$ cat src/rtl/gf2_poly_div.sv
// gf2_poly_div: sequential long division of GF(2)[x] polynomials.
// A (2N-1)-bit dividend is divided by an N-bit divisor one coefficient per
// cycle, highest coefficient first. This takes exactly 2N-1 BUSY cycles for
// any operands. A zero divisor is reported through div_err without running
// the division. The result registers are only reloaded when a result is
// produced, so they keep the last delivered answer while idle or busy.
module gf2_poly_div #(
   parameter int N = 4
) (
   input  logic             clk,
   input  logic             rst,
   input  logic             in_valid,
   output logic             in_ready,
   input  logic [2*N-2:0]   dividend,
   input  logic [N-1:0]     divisor,
   output logic             out_valid,
   input  logic             out_ready,
   output logic [2*N-2:0]   quotient,
   output logic [N-2:0]     remainder,
   output logic             div_err
);

   localparam int W  = 2*N-1;
   localparam int KW = $clog2(W);

   typedef enum logic [1:0] {
      IDLE,
      BUSY,
      DONE
   } state_t;

   state_t          state_q, state_d;
   logic [W-1:0]    workRem_q, workRem_d;
   logic [N-1:0]    divisor_q, divisor_d;
   logic [KW-1:0]   deg_q, deg_d;
   logic [KW-1:0]   k_q, k_d;
   logic [W-1:0]    quot_q, quot_d;
   logic [W-1:0]    outQuot_q, outQuot_d;
   logic [N-2:0]    outRem_q, outRem_d;
   logic            divErr_q, divErr_d;

   logic [KW-1:0]   degIn;
   logic [W-1:0]    divisorExt;
   logic [KW-1:0]   shiftAmt;
   logic            stepHit;
   logic [W-1:0]    stepRem;
   logic [W-1:0]    stepQuot;
   logic [W-1:0]    quotOne;

   // The incoming divisor's degree is the index of its highest set bit.
   always_comb begin
      degIn = '0;
      for (int i = 0; i < N; i++) begin
         if (divisor[i]) begin
            degIn = KW'(i);
         end
      end
   end

   // One long-division step at coefficient k. When the leading coefficient
   // is set, the shifted divisor is cancelled out of it and the matching
   // quotient bit is recorded.
   always_comb begin
      divisorExt = {{(W-N){1'b0}}, divisor_q};
      quotOne    = {{(W-1){1'b0}}, 1'b1};
      shiftAmt   = k_q - deg_q;
      stepHit    = (k_q >= deg_q) && workRem_q[k_q];
      stepRem    = workRem_q;
      stepQuot   = quot_q;
      if (stepHit) begin
         stepRem  = workRem_q ^ (divisorExt << shiftAmt);
         stepQuot = quot_q | (quotOne << shiftAmt);
      end
   end

   // Next-state and datapath control for IDLE, BUSY and DONE.
   always_comb begin
      state_d   = state_q;
      workRem_d = workRem_q;
      divisor_d = divisor_q;
      deg_d     = deg_q;
      k_d       = k_q;
      quot_d    = quot_q;
      outQuot_d = outQuot_q;
      outRem_d  = outRem_q;
      divErr_d  = divErr_q;

      unique case (state_q)
         IDLE: begin
            if (in_valid) begin
               workRem_d = dividend;
               divisor_d = divisor;
               deg_d     = degIn;
               quot_d    = '0;
               if (divisor == '0) begin
                  k_d       = '0;
                  outQuot_d = '0;
                  outRem_d  = '0;
                  divErr_d  = 1'b1;
                  state_d   = DONE;
               end else begin
                  k_d     = KW'(W-1);
                  state_d = BUSY;
               end
            end
         end
         BUSY: begin
            workRem_d = stepRem;
            quot_d    = stepQuot;
            k_d       = k_q - 1'b1;
            if (k_q == '0) begin
               k_d       = '0;
               outQuot_d = stepQuot;
               outRem_d  = stepRem[N-2:0];
               divErr_d  = 1'b0;
               state_d   = DONE;
            end
         end
         DONE: begin
            if (out_ready) begin
               state_d = IDLE;
            end
         end
         default: begin
            state_d = IDLE;
         end
      endcase
   end

   // State and datapath registers with synchronous reset clearing everything.
   always_ff @(posedge clk) begin
      if (rst) begin
         state_q   <= IDLE;
         workRem_q <= '0;
         divisor_q <= '0;
         deg_q     <= '0;
         k_q       <= '0;
         quot_q    <= '0;
         outQuot_q <= '0;
         outRem_q  <= '0;
         divErr_q  <= 1'b0;
      end else begin
         state_q   <= state_d;
         workRem_q <= workRem_d;
         divisor_q <= divisor_d;
         deg_q     <= deg_d;
         k_q       <= k_d;
         quot_q    <= quot_d;
         outQuot_q <= outQuot_d;
         outRem_q  <= outRem_d;
         divErr_q  <= divErr_d;
      end
   end

   assign in_ready  = (state_q == IDLE) && !rst;
   assign out_valid = (state_q == DONE);
   assign quotient  = outQuot_q;
   assign remainder = outRem_q;
   assign div_err   = divErr_q;

endmodule

$ cat config.mk
export PLATFORM = sky130hd
export DESIGN_NAME = gf2_poly_div
export DESIGN_NICKNAME = d
export VERILOG_FILES = /design/src/rtl/gf2_poly_div.sv
export SDC_FILE = /design/constraint.sdc
export NUM_CORES = 1
export LEC_CHECK = 0
export CORE_UTILIZATION = 50
export DETAILED_ROUTE_END_ITERATION = 7
export GPL_TIMING_DRIVEN = 0
export PLACE_DENSITY = 0.72
export SYNTH_ARGS = -nofsm -noshare
export SYNTH_HDL_FRONTEND = slang
export SYNTH_SLANG_ARGS = --single-unit
$ cat constraint.sdc
create_clock -name clk -period 2.95 [get_ports clk]
set_clock_uncertainty 0.2 [all_clocks]
set_input_delay 0.885 -clock clk [delete_from_list [all_inputs] [get_ports clk]]
set_output_delay 0.885 -clock clk [all_outputs]
set_load 0.05 [all_outputs]
==> reports/metrics.cfg <==
[status]
status=finished, final reports clean

[drt]
drc_errors=0
ant_nets=0
avgRoutedWirePerCell_um=15.72
first_pass_iters=4
drt-total-wl_mm=5.202
drt_iter0_markers=146
vias=1938
vias_per_cell=5.855

[die]
ioPinCount=28
core_region_area_mm2=0.003771
die-area_mm2=0.004279
fp.dieH_um=65.42
initial_utilization=0.5332
rows=22
die_w_um=65.42

[yosys]
ys.flop_type=dfxtp_1
synth_fa_ha_area_frac=0.02240
synthCells=247
yosysTopAreaCell=dfxtp_1
ys_seq_area_frac=0.3584
synth_seq_cells=36
synth-compound-area-share=0.2533
synth-simple-area-share=0.2694
async_flop_share=0
synth_top_family_by_area=simple AND/OR/NAND/NOR gates
synth_nets=265
yosys_warnings=0
syn_avg_cell_area_um2=8.140
synth.top_cell.area_share=0.3584
synthMuxAreaShare=0.03609
synth_edf_count=0
synth_xor_area_frac=0.008712
synth.area.top_cells=dfxtp_1, nand2_1, a21oi_1
ys_types=53
syn_area_mm2=0.002011

[final_layout]
final_cell_mix=dfxtp_1, nand2_1, clkdlybuf4s50_1
mostFrequentLayoutCell=dfxtp_1
fin_nets=300
area_growth_pct=23.58
diodes=0
drive_gt1_frac=0.1095
stdcell_count=331
utilization=0.6589

[hold_path]
whs_endpoint=quot_q[6]$_SDFFE_PP0P_
hp-start=quot_q[6]$_SDFFE_PP0P_
hp-class=reg -> reg
holdPathStages=2

[critical_path]
arrival_ps=2850
timing.rr.start=k_q[0]$_SDFFE_PP0P_
path_class=reg -> reg
endpoint_kind=flop
max_stage_delay_ps=510
r2r_end=workRem_q[6]$_SDFFE_PP0P_
reg2reg_depth=10
cp_slowest_cell=fa_1
crit_chain=buf_6 -> inv_1 -> ha_1 -> fa_1 -> buf_6 -> mux2_2 -> a22oi_2 -> o2111ai_1 -> a211o_1 -> o311ai_1
reg2reg_slack_ps=90
crit_top_cell=buf_6
start_kind=flop
path_max_fanout=10
cp.required_ps=2950

[global_routing]
track_usage=0.2743
busiest_layer=met2
use_met1=0.3754
grt_first_pass_wirelength_mm=8.742
gr-total-overflow=0
grt_pass1_vias=1767
use_met2=0.4278
met3_usage=0.05208
grt_antenna_before_repair=0
grt_max_degree=12

[clocking]
cts_inserted_buffers=5
cts.sinks=36
cts.clk_slew.worst_paths_ps=80
clock_latency_ps=290
cts_tree=done
clockRootBuffer=clkbuf_8
hold_buffers=0
h-tree-depth=2
clockBufferDepth=2

[sta]
final_max_slew_viol_count=0
setup_viol=0
max_freq_ghz=0.3499
tightest_slew_ps=738.5
min_period_ps=2858
fin_crit_sh=0.9688
hold_viol_final=0
relSlewSlack=0.5014

[place]
dp_cells=322
dp_hpwl_mm=3.874
portBuffers=27
gp_congestion=0.9307

[power_and_ir_drop]
power_density_mw_per_mm2=565.5
leakage_uw=0.0008752
peakVddDrop_v=0.0002862

[job]
cap_viol_max_count=0

power by group:
part           switching, µW  internal (µW)
logic                    297            181
clock network            181            190
registers               35.7            522
worst max-delay path by stage:
stage,from,endpoint,slack (ps)
after floorplan,rst,in_ready,170
after global placement,rst,in_ready,-870
after detailed placement,rst,in_ready,-880
after CTS,divisor[3],quotient[3]$_SDFFE_PP0P_,30
after global routing,k_q[0]$_SDFFE_PP0P_,workRem_q[6]$_SDFFE_PP0P_,-20
final,k_q[0]$_SDFFE_PP0P_,workRem_q[6]$_SDFFE_PP0P_,90
layer usage:
metal	vias to the layer above	wire [µm]
met5	-	0
li1	995	-
met2	50	2431
met4	0	44
met1	889	2455
met3	4	271
worst max-delay path: cells and delay by family (launching register included):
kind | cells | cell delay (ps)
fa+ha+maj | 2 | 710
buf+inv | 3 | 340
flops | 1 | 330
mux | 1 | 350
compound gates | 4 | 830
cell usage after synthesis (6+ instances only):
master and n:
nor3_1 8, a21oi_1 22, o21ai_0 7, nor2b_1 6, nand4_1 11, nand3_1 12
nor2_1 14, dfxtp_1 36, nand2_1 33, and2_1 6, clkbuf_1 12
flip-flops by register name, indices dropped and copies added (netlist names):
name	count
k_q	3
quotient	7
quot_q	7
divisor_q	4
workRem_q	7
state_q	2
remainder	3
div_err	1
deg_q	2
metrics by stage:
step	hold slack, ps	instance area, µm²	setup TNS, ps	total power [µW]	worst slack (ps)
after floorplan	228.8	2016	0	888.2	168.5
after global placement	235.1	2346	-3201	1014	-866.4
after detailed placement	243.7	2346	-3602	1018	-879.9
after CTS	253.4	2452	0	1392	31.54
after global routing	270.2	2485	-22.25	1495	-20.55
final	256.0	2485	0	1405	91.94
timing repair:
item	CTS	global route
setup buffers	0	1
endpoints found under the setup margin	4	9
resized for setup	13	11
pin swaps	0	2
area by class of cell:
| cell class | instances | area [µm²] |
|---|---|---|
| multi-input cells | 187 | 1210 |
| clock buffers | 7 | 86.33 |
| plain buffers | 18 | 102.6 |
| clock inverters | 1 | 7.507 |
| well taps | 48 | 60.06 |
| flip-flops and latches | 36 | 720.7 |
| repair buffers | 28 | 275.3 |
| fillers | 346 | 1286 |
| inverters | 6 | 22.52 |
cells by family (layout without fill, tap and decap cells):
group                      Yosys count  in the layout
and+or+nand+nor                    105            105
AOI/OAI and AO/OA                   70             70
DFF                                 36             36
buffers and inverters               24             60
muxes                                7              7
adders and majority gates            3              3
xor gates and xnor gates             2              2
Power figures use the tool's default switching activity.
==> variant, RTL diff (config.mk and constraints unchanged) <==
Encoding of `state_t`: now one-hot (3 bits for 3 states).
--- a/src/rtl/gf2_poly_div.sv
+++ b/src/rtl/gf2_poly_div.sv
@@ -23,10 +23,10 @@
    localparam int W  = 2*N-1;
    localparam int KW = $clog2(W);
 
-   typedef enum logic [1:0] {
-      IDLE,
-      BUSY,
-      DONE
+   typedef enum logic [2:0] {
+      IDLE = 3'b001,
+      BUSY = 3'b010,
+      DONE = 3'b100
    } state_t;
 
    state_t          state_q, state_d;
Function: no difference found for any inputs over 10 cycles, from zero or initial values and one cycle with rst high; not proved beyond that.
==> variant against the original RTL <==
  * Routed wire length is 1.9% higher
  * Power is 12% lower
  * Sequential cell count is 1 higher
  * Utilization is 0.25 points lower
  * Design area is 1.1% lower
  * Die area is 0.79% lower
  * Worst setup slack worse by 0.032 ns
  * Sequential power is 2% lower
  * Synthesized area is 0.81% lower
  * Critical endpoint is now in_ready
==> variant: results (changes against the original RTL) <==
| Metric | Value |
|---|---|
| Worst Path Max Fanout | 10 (unchanged) |
| Leakage Power | 0.874 nW (-0.14%) |
| Met1 global-route usage | 36.9% (-0.63 points) |
| Hold Path Stages | 2 (unchanged) |
| 1st-iter DRT viols | 154 (+5.5%) |
| Worst path slowest cell | buf_2 |
| Met3 WL | 379 um (+40%) |
| Dpl hpwl | 3770 um (-2.7%) |
| Status | finished, final reports clean |
| Hold Startpoint | quot_q[5] |
| Synth cell count leaders | 37 x dfxtp_1, 36 x nand2_1, 23 x nor2_1 |
| Post-DP Area | 0.00234 sq mm (-0.21%) |
| Largest net degree at the start of global routing | 13 (+1) |
| Yosys warns | 0 (unchanged) |
| DR WL met2 | 2510 um (+3.3%) |
| First-pass GRT wire length | 8800 um (+0.71%) |
| Via count | 1954 (+0.83%) |
| Worst reg-to-reg setup slack | 0.24 ns (+0.15 ns) |
| Count of cell types in the netlist | 50 (-5.7%) |
| Hold Path End | quot_q[5] |
| Fill count | 342 (-1.2%) |
| Post-cts sizing count | 7 (-6) |
| Place WS | -0.489 ns (+0.391 ns) |
| Antenna cells | 0 (unchanged) |
| Post-synthesis sequential area ratio | 37.1% (+1.3 points) |
| Layout cells sized above 1 | 12.6% (+1.6 points) |
| GRT Total Usage | 27.2% (-0.25 points) |
| GPL Wtd Cong | 0.893 (-4.1%) |
| Syn Nets | 262 (-1.1%) |
| Hold WS | 0.258 ns (+0.00226 ns) |
| Post-route insts no fill | 326 (-1.5%) |
| Placed cells | 318 (-1.2%) |
| Critical Path AT | 1.80 ns (-1.05 ns) |
| Launch point of the worst reg-to-reg path | k_q[0] |
| Vias in the first global route | 1809 (+2.4%) |
| Mean Syn Cell Area | 8.17 sq um (+0.41%) |
| Slew HR | 38.2% (-12 points) |
| Clk_lat worst skew | 0.29 ns (about the same) |
| Reg2reg end | workRem_q[6] |
| Post-Route M1 WL | 2370 um (-3.5%) |
| Worst-case reg-to-reg path depth | 9 (-1) |
| GRT met3 Usage | 5.56% (+0.35 points) |
| Max stage delay on crit path | 0.30 ns (-0.21 ns) |
| Worst IR Drop VDD | 0.345 mV (+21%) |
| Fin nets | 295 (-1.7%) |
| DR WL/cell | 16.3 um (+3.4%) |
| GR Util met2 | 43.9% (+1.1 points) |
| Largest cells by area after synthesis | dfxtp_1 37%, nand2_1 6.8%, a21oi_1 5.3% |
| Port Buf Inserts | 26 (-3.7%) |
| Clock root buffer | clkbuf_8 |
## variant: final cells by class
class / instances / area share [%]
Buffer: 16 / 3.82
Clock buffer: 6 / 3.36
Clock inverter: 2 / 0.560
Inverter: 5 / 0.764
Multi-Input combinational cell: 186 / 48.4
Sequential cell: 37 / 30.1
Tap cell: 48 / 2.44
Timing Repair Buffer: 26 / 10.5
## variant: power breakdown
part	internal, mW	switching (mW)	leakage, nW
Sequential	0.523	0.0238	0.302
Combinational	0.120	0.191	0.521
Clock	0.189	0.189	0.0512
Total	0.833	0.404	0.874
## variant: worst max path at each step
stage / startpoint / end / slack [ns] / depth (start not counted)
after detailed placement: rst / in_ready / -0.49 / 4
after global routing: rst / in_ready / 0.01 / 4
after floorplan: rst / in_ready / 0.02 / 3
final: rst / in_ready / 0.06 / 4
after CTS: k_q[1] / workRem_q[4] / 0.001 / 8
after global placement: rst / in_ready / -0.49 / 4
## variant: cell families (layout without fill, tap and decap cells)
family | Yosys count | in the layout | synth area share, %
AND/OR/NAND/NOR | 111 | 111 | 28.7
AO/OA/AOI/OAI | 62 | 62 | 20.6
flip-flops | 37 | 37 | 37.1
buffers and inverters | 21 | 55 | 4.96
multiplexers | 7 | 7 | 5.02
adder cells (fa/ha/maj) | 3 | 3 | 2.26
XOR/XNOR | 3 | 3 | 1.32
## variant: worst max-delay path: cells and delay by family
| kind | cells | cell delay [ns] |
|---|---|---|
| AND/OR/NAND/NOR | 1 | 0.25 |
| buffers and inverters | 3 | 0.67 |
## variant: per-stage QoR
stage,total power [mW],utilization [%]
2_1_floorplan,0.766,-
3_3_place_gp,0.850,62.5
3_5_place_dp,0.855,62.5
4_1_cts,1.23,65.1
5_1_grt,1.30,65.6
6_report,1.24,65.6
